<file path="src/rtl/rv_test_ctrl_if.sv">
// Bundle of start/status and per-hart monitor signals between a test harness and rv_test_ctrl.
// master = harness side, slave = controller side.
interface rv_test_ctrl_if #(
  parameter int NUM_HARTS = 1,
  parameter int XLEN      = 32,
  parameter int CNT_W     = 32
);
  logic                      start;
  logic [NUM_HARTS-1:0]      halted;
  logic [NUM_HARTS*XLEN-1:0] a0_val;
  logic                      cpu_rst_n;
  logic                      busy;
  logic                      done;
  logic                      pass;
  logic                      timeout;
  logic [NUM_HARTS-1:0]      fail_mask;
  logic [CNT_W-1:0]          cycle_count;

  modport master (
    output start, halted, a0_val,
    input  cpu_rst_n, busy, done, pass, timeout, fail_mask, cycle_count
  );

  modport slave (
    input  start, halted, a0_val,
    output cpu_rst_n, busy, done, pass, timeout, fail_mask, cycle_count
  );
endinterface

</file>
<file path="src/rtl/rv_test_ctrl.sv">
// Test-run sequencer for RISC-V cores: holds cores in reset, runs them under a cycle budget,
// captures each hart's a0 on its first halt and reports pass / timeout / per-hart fail mask.
module rv_test_ctrl #(
  parameter int              NUM_HARTS      = 1,
  parameter int              XLEN           = 32,
  parameter int              RESET_CYCLES   = 2,
  parameter int              TIMEOUT_CYCLES = 100000,
  parameter int              CNT_W          = 32,
  parameter logic [XLEN-1:0] PASS_VALUE     = '0
) (
  input logic           i_clk,
  input logic           i_rst,
  rv_test_ctrl_if.slave bus
);
  // state | meaning
  // IDLE  | cores held in reset, waiting for start
  // RESET | cores held in reset for RESET_CYCLES cycles, run state cleared
  // RUN   | cores released, cycle budget counting, halts/a0 captured
  // CHECK | one cycle: compare captured a0 against PASS_VALUE
  // DONE  | results held, cores back in reset, start launches a new run

  localparam int RW = (RESET_CYCLES > 1) ? $clog2(RESET_CYCLES) : 1;

  typedef enum logic [2:0] {S_IDLE, S_RESET, S_RUN, S_CHECK, S_DONE} state_t;

  state_t               r_state;
  logic [RW-1:0]        r_rst_cnt;
  logic [CNT_W-1:0]     r_cycle;
  logic [NUM_HARTS-1:0] r_seen;
  logic [NUM_HARTS-1:0] r_fail;
  logic [XLEN-1:0]      r_a0_cap [NUM_HARTS];
  logic                 r_cpu_rst_n;
  logic                 r_busy;
  logic                 r_done;
  logic                 r_pass;
  logic                 r_timeout;

  logic [NUM_HARTS-1:0] w_halt_any;
  logic [NUM_HARTS-1:0] w_fail;
  logic                 w_all_halted;
  logic                 w_expired;

  assign w_halt_any   = r_seen | bus.halted;
  assign w_all_halted = &w_halt_any;
  assign w_expired    = (r_cycle == CNT_W'(TIMEOUT_CYCLES - 1));

  always_comb begin
    w_fail = '0;
    for (int i = 0; i < NUM_HARTS; i++) begin
      w_fail[i] = (r_a0_cap[i] != PASS_VALUE);
    end
  end

  always_ff @(posedge i_clk) begin
    if (i_rst) begin
      r_state     <= S_IDLE;
      r_rst_cnt   <= '0;
      r_cycle     <= '0;
      r_seen      <= '0;
      r_fail      <= '0;
      r_cpu_rst_n <= 1'b0;
      r_busy      <= 1'b0;
      r_done      <= 1'b0;
      r_pass      <= 1'b0;
      r_timeout   <= 1'b0;
      for (int i = 0; i < NUM_HARTS; i++) r_a0_cap[i] <= '0;
    end else begin
      case (r_state)
        S_IDLE, S_DONE: begin
          if (bus.start) begin
            r_state     <= S_RESET;
            r_rst_cnt   <= RW'(RESET_CYCLES - 1);
            r_cycle     <= '0;
            r_seen      <= '0;
            r_fail      <= '0;
            r_pass      <= 1'b0;
            r_timeout   <= 1'b0;
            r_busy      <= 1'b1;
            r_done      <= 1'b0;
            r_cpu_rst_n <= 1'b0;
            for (int i = 0; i < NUM_HARTS; i++) r_a0_cap[i] <= '0;
          end
        end
        S_RESET: begin
          if (r_rst_cnt == '0) begin
            r_state     <= S_RUN;
            r_cpu_rst_n <= 1'b1;
          end else begin
            r_rst_cnt <= r_rst_cnt - RW'(1);
          end
        end
        S_RUN: begin
          r_seen <= w_halt_any;
          // only the first halt of each hart is captured
          for (int i = 0; i < NUM_HARTS; i++) begin
            if (bus.halted[i] && !r_seen[i]) r_a0_cap[i] <= bus.a0_val[i*XLEN +: XLEN];
          end
          if (w_all_halted) begin
            r_state <= S_CHECK;
            r_cycle <= r_cycle + CNT_W'(1);
          end else if (w_expired) begin
            // counter stays on the last budgeted cycle when the run times out
            r_state     <= S_DONE;
            r_timeout   <= 1'b1;
            r_fail      <= ~w_halt_any;
            r_busy      <= 1'b0;
            r_done      <= 1'b1;
            r_cpu_rst_n <= 1'b0;
          end else begin
            r_cycle <= r_cycle + CNT_W'(1);
          end
        end
        S_CHECK: begin
          r_state     <= S_DONE;
          r_fail      <= w_fail;
          r_pass      <= (w_fail == '0);
          r_busy      <= 1'b0;
          r_done      <= 1'b1;
          r_cpu_rst_n <= 1'b0;
        end
        default: r_state <= S_IDLE;
      endcase
    end
  end

  assign bus.cpu_rst_n   = r_cpu_rst_n;
  assign bus.busy        = r_busy;
  assign bus.done        = r_done;
  assign bus.pass        = r_pass;
  assign bus.timeout     = r_timeout;
  assign bus.fail_mask   = r_fail;
  assign bus.cycle_count = r_cycle;
endmodule

</file>
<file path="src/flat_wrapper.sv">
// flat-port wrapper written by rule: the top's interface ports become plain ports
module rv_test_ctrl_flat 
#(
  parameter int              NUM_HARTS      = 1,
  parameter int              XLEN           = 32,
  parameter int              RESET_CYCLES   = 2,
  parameter int              TIMEOUT_CYCLES = 100000,
  parameter int              CNT_W          = 32,
  parameter logic [XLEN-1:0] PASS_VALUE     = '0
)
  (i_clk, i_rst, bus_start, bus_halted, bus_a0_val, bus_cpu_rst_n, bus_busy, bus_done, bus_pass, bus_timeout, bus_fail_mask, bus_cycle_count);
  rv_test_ctrl_if #(.NUM_HARTS(NUM_HARTS), .XLEN(XLEN), .CNT_W(CNT_W)) bus_i ();
  input logic i_clk;
  input logic i_rst;
  input wire logic [$bits(bus_i.start)-1:0] bus_start;
  input wire logic [$bits(bus_i.halted)-1:0] bus_halted;
  input wire logic [$bits(bus_i.a0_val)-1:0] bus_a0_val;
  output wire logic [$bits(bus_i.cpu_rst_n)-1:0] bus_cpu_rst_n;
  output wire logic [$bits(bus_i.busy)-1:0] bus_busy;
  output wire logic [$bits(bus_i.done)-1:0] bus_done;
  output wire logic [$bits(bus_i.pass)-1:0] bus_pass;
  output wire logic [$bits(bus_i.timeout)-1:0] bus_timeout;
  output wire logic [$bits(bus_i.fail_mask)-1:0] bus_fail_mask;
  output wire logic [$bits(bus_i.cycle_count)-1:0] bus_cycle_count;
  assign bus_i.start = bus_start;
  assign bus_i.halted = bus_halted;
  assign bus_i.a0_val = bus_a0_val;
  assign bus_cpu_rst_n = bus_i.cpu_rst_n;
  assign bus_busy = bus_i.busy;
  assign bus_done = bus_i.done;
  assign bus_pass = bus_i.pass;
  assign bus_timeout = bus_i.timeout;
  assign bus_fail_mask = bus_i.fail_mask;
  assign bus_cycle_count = bus_i.cycle_count;
  rv_test_ctrl #(.NUM_HARTS(NUM_HARTS), .XLEN(XLEN), .RESET_CYCLES(RESET_CYCLES), .TIMEOUT_CYCLES(TIMEOUT_CYCLES), .CNT_W(CNT_W), .PASS_VALUE(PASS_VALUE)) u_core (.i_clk(i_clk), .i_rst(i_rst), .bus(bus_i));
endmodule
</file>
<file path="config.mk">
export PLATFORM = sky130hd
export DESIGN_NAME = rv_test_ctrl_flat
export DESIGN_NICKNAME = d
export VERILOG_FILES = /design/src/rtl/rv_test_ctrl_if.sv /design/src/rtl/rv_test_ctrl.sv /design/src/flat_wrapper.sv
export SDC_FILE = /design/constraint.sdc
export NUM_CORES = 1
export LEC_CHECK = 0
export ABC_AREA = 1
export BUFFER_PORTS_ARGS = -buffer_cell sky130_fd_sc_hd__buf_2
export CORE_UTILIZATION = 45
export DETAILED_ROUTE_END_ITERATION = 6
export MAX_ROUTING_LAYER = met4
export PLACE_DENSITY = 0.67
export SKIP_LAST_GASP = 1
export SLEW_MARGIN = 15
export SYNTH_ARGS = -nofsm -noshare
export SYNTH_HDL_FRONTEND = slang
export SYNTH_SLANG_ARGS = --single-unit
</file>
<file path="constraint.sdc">
create_clock -name i_clk -period 2.9 [get_ports i_clk]
set_input_delay 0.29 -clock i_clk [delete_from_list [all_inputs] [get_ports i_clk]]
set_output_delay 0.29 -clock i_clk [all_outputs]
set_load 0.01 [all_outputs]
</file>
After elaboration in Yosys (flattened, before gate mapping):

Memory sizes are Yosys's and may differ from the RTL's.
Index checks and enable logic that the tools add are counted.

* add/sub/neg operators: 2
* equal/unequal tests: 11
* bitwise logic cells: 3
* multiplexer cells: 41
* reductions and logical operators: 20

Operators by type and width (number)
* 32-bit two-way mux: 5
* 32-bit one-hot mux with 2 select lines: 1
* 32-bit OR reduction: 2
* 32-bit by 1-bit adder with 32-bit output (second input constant): 1
* 32-bit by 17-bit == test with 1-bit output (second input constant): 1
* 32-bit nonzero test: 1
* 1-bit two-way mux: 22
* 3-bit two-way mux: 4
* 3-bit one-hot mux with 4 select lines: 1
* 1-bit one-hot mux with 3 select lines: 3
* 1-bit one-hot mux with 2 select lines: 4
* 4-bit AND reduction: 2
* 3-bit by 2-bit == test with 1-bit output (second input constant): 2
* 2-bit != test (second input constant): 3
* 2-bit AND reduction: 3
* 3-bit AND reduction: 2
* 2-bit nonzero test: 3
* 5-bit AND reduction: 1
* 1-bit one-hot mux with 4 select lines: 1
* 4-bit nonzero test: 1
* 3-bit by 1-bit == test with 1-bit output (second input constant): 1
* 3-bit == test (second input constant): 1
* 3-bit zero test: 1
* 3-bit by 1-bit != test with 1-bit output (second input constant): 1
* 9 further kinds: 10

* bits of input ports: 36
* bits in registers: 43
* output and inout port bits: 38
* memory bits (writable): 32
* memories: 1

Memory list
* u_core.r_a0_cap: depth 1, width 32, rd ports 1, clocked after Yosys merged registers in 0, wr ports 1, RTL line rv_test_ctrl.sv:31 `logic [XLEN-1:0] r_a0_cap [NUM_HARTS];`

Depth between registers and ports, before layout:

Gate-level depths: netlist of run 1.

* depth in word-level cells: 8
* depth in mapped cells: 11
* gate-level depth less buffers: 11

Least setup slack after synthesis of run 1:

OpenSTA, ideal clock, no wires.

* kind: register to register
* start point: register u_core.r_state[2]
* end point: memory u_core.r_a0_cap[0][0] (enable)
* setup time: 478 ps
* buffers on the path: 1
* setup slack: 578 ps
* required time: 2422 ps
* cell stages (with the launch flop): 7
* arrival time: 1844 ps
* path through: dfxtp_1 > nor2_2 > nand2_2 > clkinv_1 > nand3_1 > clkbuf_1 > nand2_1

* longest elaborated chain between the ends: 8
* elaborated cells on any way between the ends: 14
* classes of those cells: eq/ne (2); mux (8); reduce/logical (4)

Ends and longest elaborated chain
* start: declaration: RTL line rv_test_ctrl.sv:26 `state_t r_state;`
* start signal: assignment: RTL line rv_test_ctrl.sv:56 `r_state <= S_IDLE;`
* start signal: assignment: RTL line rv_test_ctrl.sv:71 `r_state <= S_RESET;`
* start signal: assignment: RTL line rv_test_ctrl.sv:86 `r_state <= S_RUN;`
* 3-bit == test or 3-bit zero test (tied branches): RTL line rv_test_ctrl.sv:68 `case (r_state)`
* 2-bit OR reduction: RTL line rv_test_ctrl.sv:68
* 1-bit two-way mux: RTL line rv_test_ctrl.sv:68
* 1-bit two-way mux: RTL line rv_test_ctrl.sv:55 `if (i_rst) begin`
* 1-bit two-way mux (implied by the code): RTL line rv_test_ctrl.sv:81 `for (int i = 0; i < NUM_HARTS; i++) r_a0_cap[i] <= '0;`
* 32-bit OR reduction (no line)
* 1-bit two-way mux (no line)
* 1-bit two-way mux (no line) *
* end: declaration: RTL line rv_test_ctrl.sv:31

Mark *: on every way between the ends. The rest lies on a longest branch, timed or not.

Worst setup path after layout of run 1:

* start point: register u_core.r_cycle[0], in the netlist u_core.bus.cycle_count[0]
* end point: register u_core.r_cycle[27], in the netlist u_core.bus.cycle_count[27]

* longest elaborated chain between the ends: 4
* elaborated cells on any way between the ends: 7
* classes of those cells: add/sub (1); eq/ne (2); mux (3); reduce/logical (1)

Ends and longest elaborated chain
* start: declaration: RTL line rv_test_ctrl.sv:28 `logic [CNT_W-1:0] r_cycle;`
* start signal: assignment: RTL line rv_test_ctrl.sv:100 `r_cycle <= r_cycle + CNT_W'(1);`
* start signal: assignment: RTL line rv_test_ctrl.sv:110 `r_cycle <= r_cycle + CNT_W'(1);`
* 32-bit by 1-bit adder with 32-bit output: RTL line rv_test_ctrl.sv:100, rv_test_ctrl.sv:110
* 32-bit two-way mux: RTL line rv_test_ctrl.sv:101 `end else if (w_expired) begin`
* 32-bit two-way mux: RTL line rv_test_ctrl.sv:98 `if (w_all_halted) begin`
* 32-bit one-hot mux with 2 select lines: RTL line rv_test_ctrl.sv:68

Parallel ways exist; a longest one is shown, timed or not. The select of a mux whose other input is x is not followed.
A chain may end at the register's enable or synchronous reset.

==> results.toml, run 1 <==
[timing]
finalSetupViolations = 0
skew_ns = 0.0109
slew_headroom_pct = 67.9
rsz0062_at_grt = "false"
worstMarginPinSlew_ns = 0.481
drv_slew = 0
max_freq_ghz = 0.469
hold_viol = 0
min_period_ns = 2.13
fin_setup_tns_ns = 0
period_share_pct = 73.6

[cts]
cts.repair.resized = 0
cts_hold_buffers = 0
numClockSinks = 75
cts_buffer_depth = 2
clk_latency_ns = 0.35
cts-root-buf = "clkbuf_8"
h-tree-depth = 3
postCtsSetupBuffers = 0
clk_pin_slew_worst_paths_ns = 0.09
cts_buffers = 9
cts_tree = "yes"

[floorplan]
rows = 34
start_util_pct = 46.7
ios = 74
dieArea_um2 = 9430
die_height_um = 97.1
die-width_um = 97.1
coreArea_um2 = 8720

[grt]
grt_pass1_vias = 3748
antenna_found_initial = 0
grt_overflow_total = 0
grtUsageTotal_pct = 23.8
grt_max_degree = 38
grt_pass1_wl_mm = 17.5

[route]
vias = 3863
wl_mm = 10.1
drt-vias-per-instance = 4.97
antenna_left = 0
drc_errors = 0
drtPass1Iterations = 4
first_iter_violations = 295
wl_per_cell_um = 13.1

[synthesis]
syn_area_per_cell_um2 = 6.92
netlist_area_um2 = 4070
synth-seq-cells = 75
synth_warnings = 0
syn-num-nets = 625
ys_seq_area_share_pct = 44.7
netlist_instances = 588
yosysUniqueCellTypes = 27

[job]
cap_violations = 0

[critical_path]
cp-end-kind = "flop"
cp.arrival_ns = 2.42
crit_path_start_kind = "flop"
crit_type = "reg2reg"
cp.required_ns = 3.18
path_max_fanout = 29

[pwr]
pwr_density_cell_nw_per_um2 = 555
power_uw = 2610
ir_drop_v = 0.000400
leakage_uw = 0.00208

[cells_and_area]
layout_common_cells = "nand2_1 (154), nor2_1 (127), inv_1 (80), buf_2 (73), nand3_1 (53)"
final_layout_size_suffix_gt1_share_pct = 18.7
fillCellCount = 885
layout_commonest_cell = "nand2_1"
diodes = 0
syn_to_final_growth_pct = 15.4
final_nets = 701

[place]
globalplace.congestion = 0.962
dp_hpwl_mm = 7.56
io_buffers = 73

[hold_path]
min_path_type = "in2reg"

[run_status]
outcome = "complete, no violations"
## state kept, by name, indices dropped and copies added (netlist names)
name,flops
u_core.bus.pass,1
u_core.bus.cpu_rst_n,1
u_core.bus.done,1
u_core.r_seen,1
u_core.bus.fail_mask,1
u_core.r_state,3
u_core.bus.timeout,1
u_core.r_rst_cnt,1
u_core.r_a0_cap,32
u_core.bus.cycle_count,32
u_core.bus.busy,1
## Yosys cell counts
library cell	instances	area [µm²]
a21boi_0	1	7.51
a21oi_1	28	140
a21oi_2	10	87.6
buf_12	1	20.0
buf_4	1	7.51
buf_8	1	15.0
clkbuf_1	9	33.8
clkinv_1	1	3.75
dfxtp_1	43	861
edfxtp_1	32	961
ha_1	1	12.5
inv_1	80	300
inv_2	1	3.75
nand2_1	154	578
nand2_2	12	75.1
nand2_4	1	11.3
nand3_1	53	265
nand3_2	1	10.0
nand3_4	1	17.5
nand4_1	3	18.8
nor2_1	127	477
nor2_2	1	6.26
nor2_4	2	22.5
nor3_1	12	60.1
o21ai_0	5	25.0
or2_2	4	25.0
xor2_1	3	26.3
## worst max-delay path: stages, from the launching register on
cell and delay [ns]:
dfxtp_1 0.48, ha_1 0.30, nand2_2 0.10, nor2_4 0.17, nand3_2 0.10, nor2_4 0.16, nand3_4 0.15, nand2_4 0.34
nand2_1 0.09, a21oi_1 0.17
## cell type report
type	count	area (µm²)	area share, %
timing repair buffer	77	395	8.41
clock buffer	9	124	2.64
multi-input combinational	419	1870	39.7
inverter	82	308	6.55
clock inverter	7	50.0	1.06
tap	108	135	2.88
sequential	75	1820	38.8
## per-layer routing
layer	track usage [%]	part of all wire, %	vias to the layer above	wire, µm
li1	-	-	1993	-
met1	30.7	47	1740	4790
met2	37.3	45	110	4580
met3	4.24	5.0	20	511
met4	8.96	2.6	0	262
met5	-	0	-	0
## metrics by stage
stage               util, %  hold WS (ns)  area [µm²]  setup WS, ns  cells
finish                 53.9         0.228        4700         0.766    777
global route           53.9         0.219        4700         0.570    777
CTS                    53.9         0.220        4700         0.780    777
detailed placement     51.9         0.455        4530         0.800    761
global placement       51.9         0.449        4530         0.852    761
floorplan                 -         0.445        4070         0.578    588
## final timing paths
path	startpoint	endpoint	slack (ns)	cells past startpoint
min reg2reg	u_core.bus.timeout$_SDFFE_PP0P_	u_core.bus.timeout$_SDFFE_PP0P_	0.46	2
max reg2reg	u_core.bus.cycle_count[0]$_SDFFE_PP0P_	u_core.bus.cycle_count[27]$_SDFFE_PP0P_	0.77	9
max	u_core.bus.cycle_count[0]$_SDFFE_PP0P_	u_core.bus.cycle_count[27]$_SDFFE_PP0P_	0.77	9
min	bus_a0_val[0]	u_core.r_a0_cap[0][0]$_SDFFCE_PN0P_	0.23	3
## where the power goes
| part | internal, µW | switching, µW | total [µW] |
|---|---|---|---|
| clock network | 315 | 425 | 740 |
| registers | 1250 | 55.5 | 1310 |
| logic | 164 | 399 | 562 |
| total | 1730 | 879 | 2610 |
## cell families after synthesis
| kind of cell | share of synthesized area, % |
|---|---|
| AOI/OAI and AO/OA | 6.39 |
| xor gates and xnor gates | 0.645 |
| adders and majority gates | 0.307 |
| buffers and inverters | 9.43 |
| DFF | 44.7 |
| and+or+nand+nor | 38.5 |
(Power assumes the default switching activity.)
==> run 2, diff against run 1 <==
clock period = 2.2 ns   (was 2.9 ns; I/O delays follow)
==> results.toml, run 2 (synthesized netlist as in run 1, its figures left out) <==
[run_status]
outcome = "complete, no violations"

[critical_path]
path_cells = "ha_1, nand2_2, nor2_4, nand3_2, nor2_4, nand3_4, nand2_8, nand2_1, a21oi_1"
path_max_fanout = 29
cp_common_cell = "nor2_4"
crit_type = "reg2reg"
slowest_delay_ns = 0.41
cp_num_buf_inv = 0
cp-endpoint = "u_core.bus.cycle_count[10]$_SDFFE_PP0P_"
rr_worst_depth = 9
worstSetupStartpoint = "u_core.bus.cycle_count[1]$_SDFFE_PP0P_"
critical_path.slowest_cell = "dfxtp_1"
crit_path_start_kind = "flop"
cp-end-kind = "flop"
r2r-start = "u_core.bus.cycle_count[1]$_SDFFE_PP0P_"
crit_family = "simple AND/OR/NAND/NOR gates"
cp.arrival_ns = 2.27
reg2reg_to = "u_core.bus.cycle_count[10]$_SDFFE_PP0P_"
r2r_slack_ns = 0.21
cp.depth = 9
cp.required_ns = 2.48

[route]
drc_errors = 0
wl_mm = 10.7
first_iter_violations = 194
wl_per_cell_um = 13.6
vias = 3925
drtPass1Iterations = 5
antenna_left = 0
drt-vias-per-instance = 4.99

[cells_and_area]
diodes = 0
layout_common_cells = "nand2_1 (153), nor2_1 (127), inv_1 (80), buf_2 (73), nand3_1 (53)"
final_layout_size_suffix_gt1_share_pct = 20.0
layout_commonest_cell = "nand2_1"
fillCellCount = 859
syn_to_final_growth_pct = 18.8
final_nets = 711
final_util_pct = 55.5
stdcell_area_um2 = 4840
final_cells = 787

[grt]
grt_pass1_wl_mm = 17.8
grt_overflow_total = 0
grtUsageTotal_pct = 24.5
grt_max_degree = 36
top_usage_layer = "met2"
use_met1_pct = 32.3
grtUsageMet2_pct = 37.6
antenna_found_initial = 0
gr-usage-met3_pct = 3.38
grt_pass1_vias = 3783

[floorplan]
die-width_um = 97.1
dieArea_um2 = 9430
ios = 74
rows = 34
die_height_um = 97.1
coreArea_um2 = 8720
start_util_pct = 46.7

[timing]
drv_slew = 0
rsz0062_at_grt = "false"
max_freq_ghz = 0.502
min_period_ns = 1.99
skew_ns = 0.00931
slew_headroom_pct = 69.7
fin_setup_tns_ns = 0
hold_viol = 0
period_share_pct = 90.6
worstMarginPinSlew_ns = 0.455
finalSetupViolations = 0

[pwr]
pwr-share-clk_pct = 32.8
p_seq_share_pct = 46.4
power_uw = 3700
p_switching_uw = 1160
p_sw_share_pct = 31.5
p_comb_share_pct = 20.8
ir_drop_v = 0.000620
p_int_uw = 2530
leakage_uw = 0.00216
pwr_density_cell_nw_per_um2 = 764

[job]
cap_violations = 0

[place]
place_inst = 771
globalplace.congestion = 0.970
dp_hpwl_mm = 8.00
io_buffers = 73
placed_area_um2 = 4600

[hold_path]
min_path_type = "in2reg"

[cts]
clk_pin_slew_worst_paths_ns = 0.09
cts_buffer_depth = 2
cts_buffers = 9
numClockSinks = 75
cts-root-buf = "clkbuf_8"
h-tree-depth = 3
cts_hold_buffers = 0
clk_latency_ns = 0.36
cts_tree = "yes"
postCtsSetupBuffers = 0
-- run 2: worst min-delay path by stage --
stage | cells after the start | end | slack, ns | from
6_report | 2 | u_core.bus.busy$_SDFFE_PP0P_ | 0.07 | i_rst
5_1_grt | 2 | u_core.bus.busy$_SDFFE_PP0P_ | 0.07 | i_rst
4_1_cts | 2 | u_core.bus.busy$_SDFFE_PP0P_ | 0.06 | i_rst
3_5_place_dp | 2 | u_core.bus.busy$_SDFFE_PP0P_ | 0.44 | i_rst
3_3_place_gp | 2 | u_core.bus.busy$_SDFFE_PP0P_ | 0.43 | i_rst
2_1_floorplan | 2 | u_core.r_a0_cap[0][0]$_SDFFCE_PN0P_ | 0.43 | bus_a0_val[0]
-- run 2: metal layers --
metal | share of wire, % | vias up
met3 | 6.3 | 17
met2 | 45 | 128
met5 | 0 | -
met4 | 2.3 | 0
met1 | 47 | 1768
li1 | - | 2012
-- run 2: area by class of cell --
| type | instances | area, µm² | share of cell area [%] |
|---|---|---|---|
| flip-flops and latches | 75 | 1820 | 37.7 |
| clock inverters | 6 | 96.3 | 1.99 |
| inverters | 82 | 308 | 6.36 |
| clock buffers | 10 | 128 | 2.64 |
| repair buffers | 87 | 470 | 9.73 |
| multi-input cells | 419 | 1880 | 38.8 |
| well taps | 108 | 135 | 2.79 |
-- run 2: what timing repair did --
item,in CTS,in global routing
resized for setup,0,1
hold endpoints to repair,0,0
setup endpoints to repair,0,20
-- run 2: power by group through the flow --
stage / Clock (µW) / Combinational (µW) / Sequential, µW
after global routing: 1280 / 880 / 1730
final: 1210 / 770 / 1710
after detailed placement: 0 / 762 / 1750
after global placement: 0 / 752 / 1740
after floorplan: 0 / 577 / 1760
after CTS: 1240 / 767 / 1720
-- run 2: stage by stage --
stage | hold WS (ns) | worst slack, ns
6_report | 0.0659 | 0.208
5_1_grt | 0.0652 | 0.00875
4_1_cts | 0.0574 | 0.124
3_5_place_dp | 0.436 | 0.180
3_3_place_gp | 0.427 | 0.305
2_1_floorplan | 0.428 | 0.186
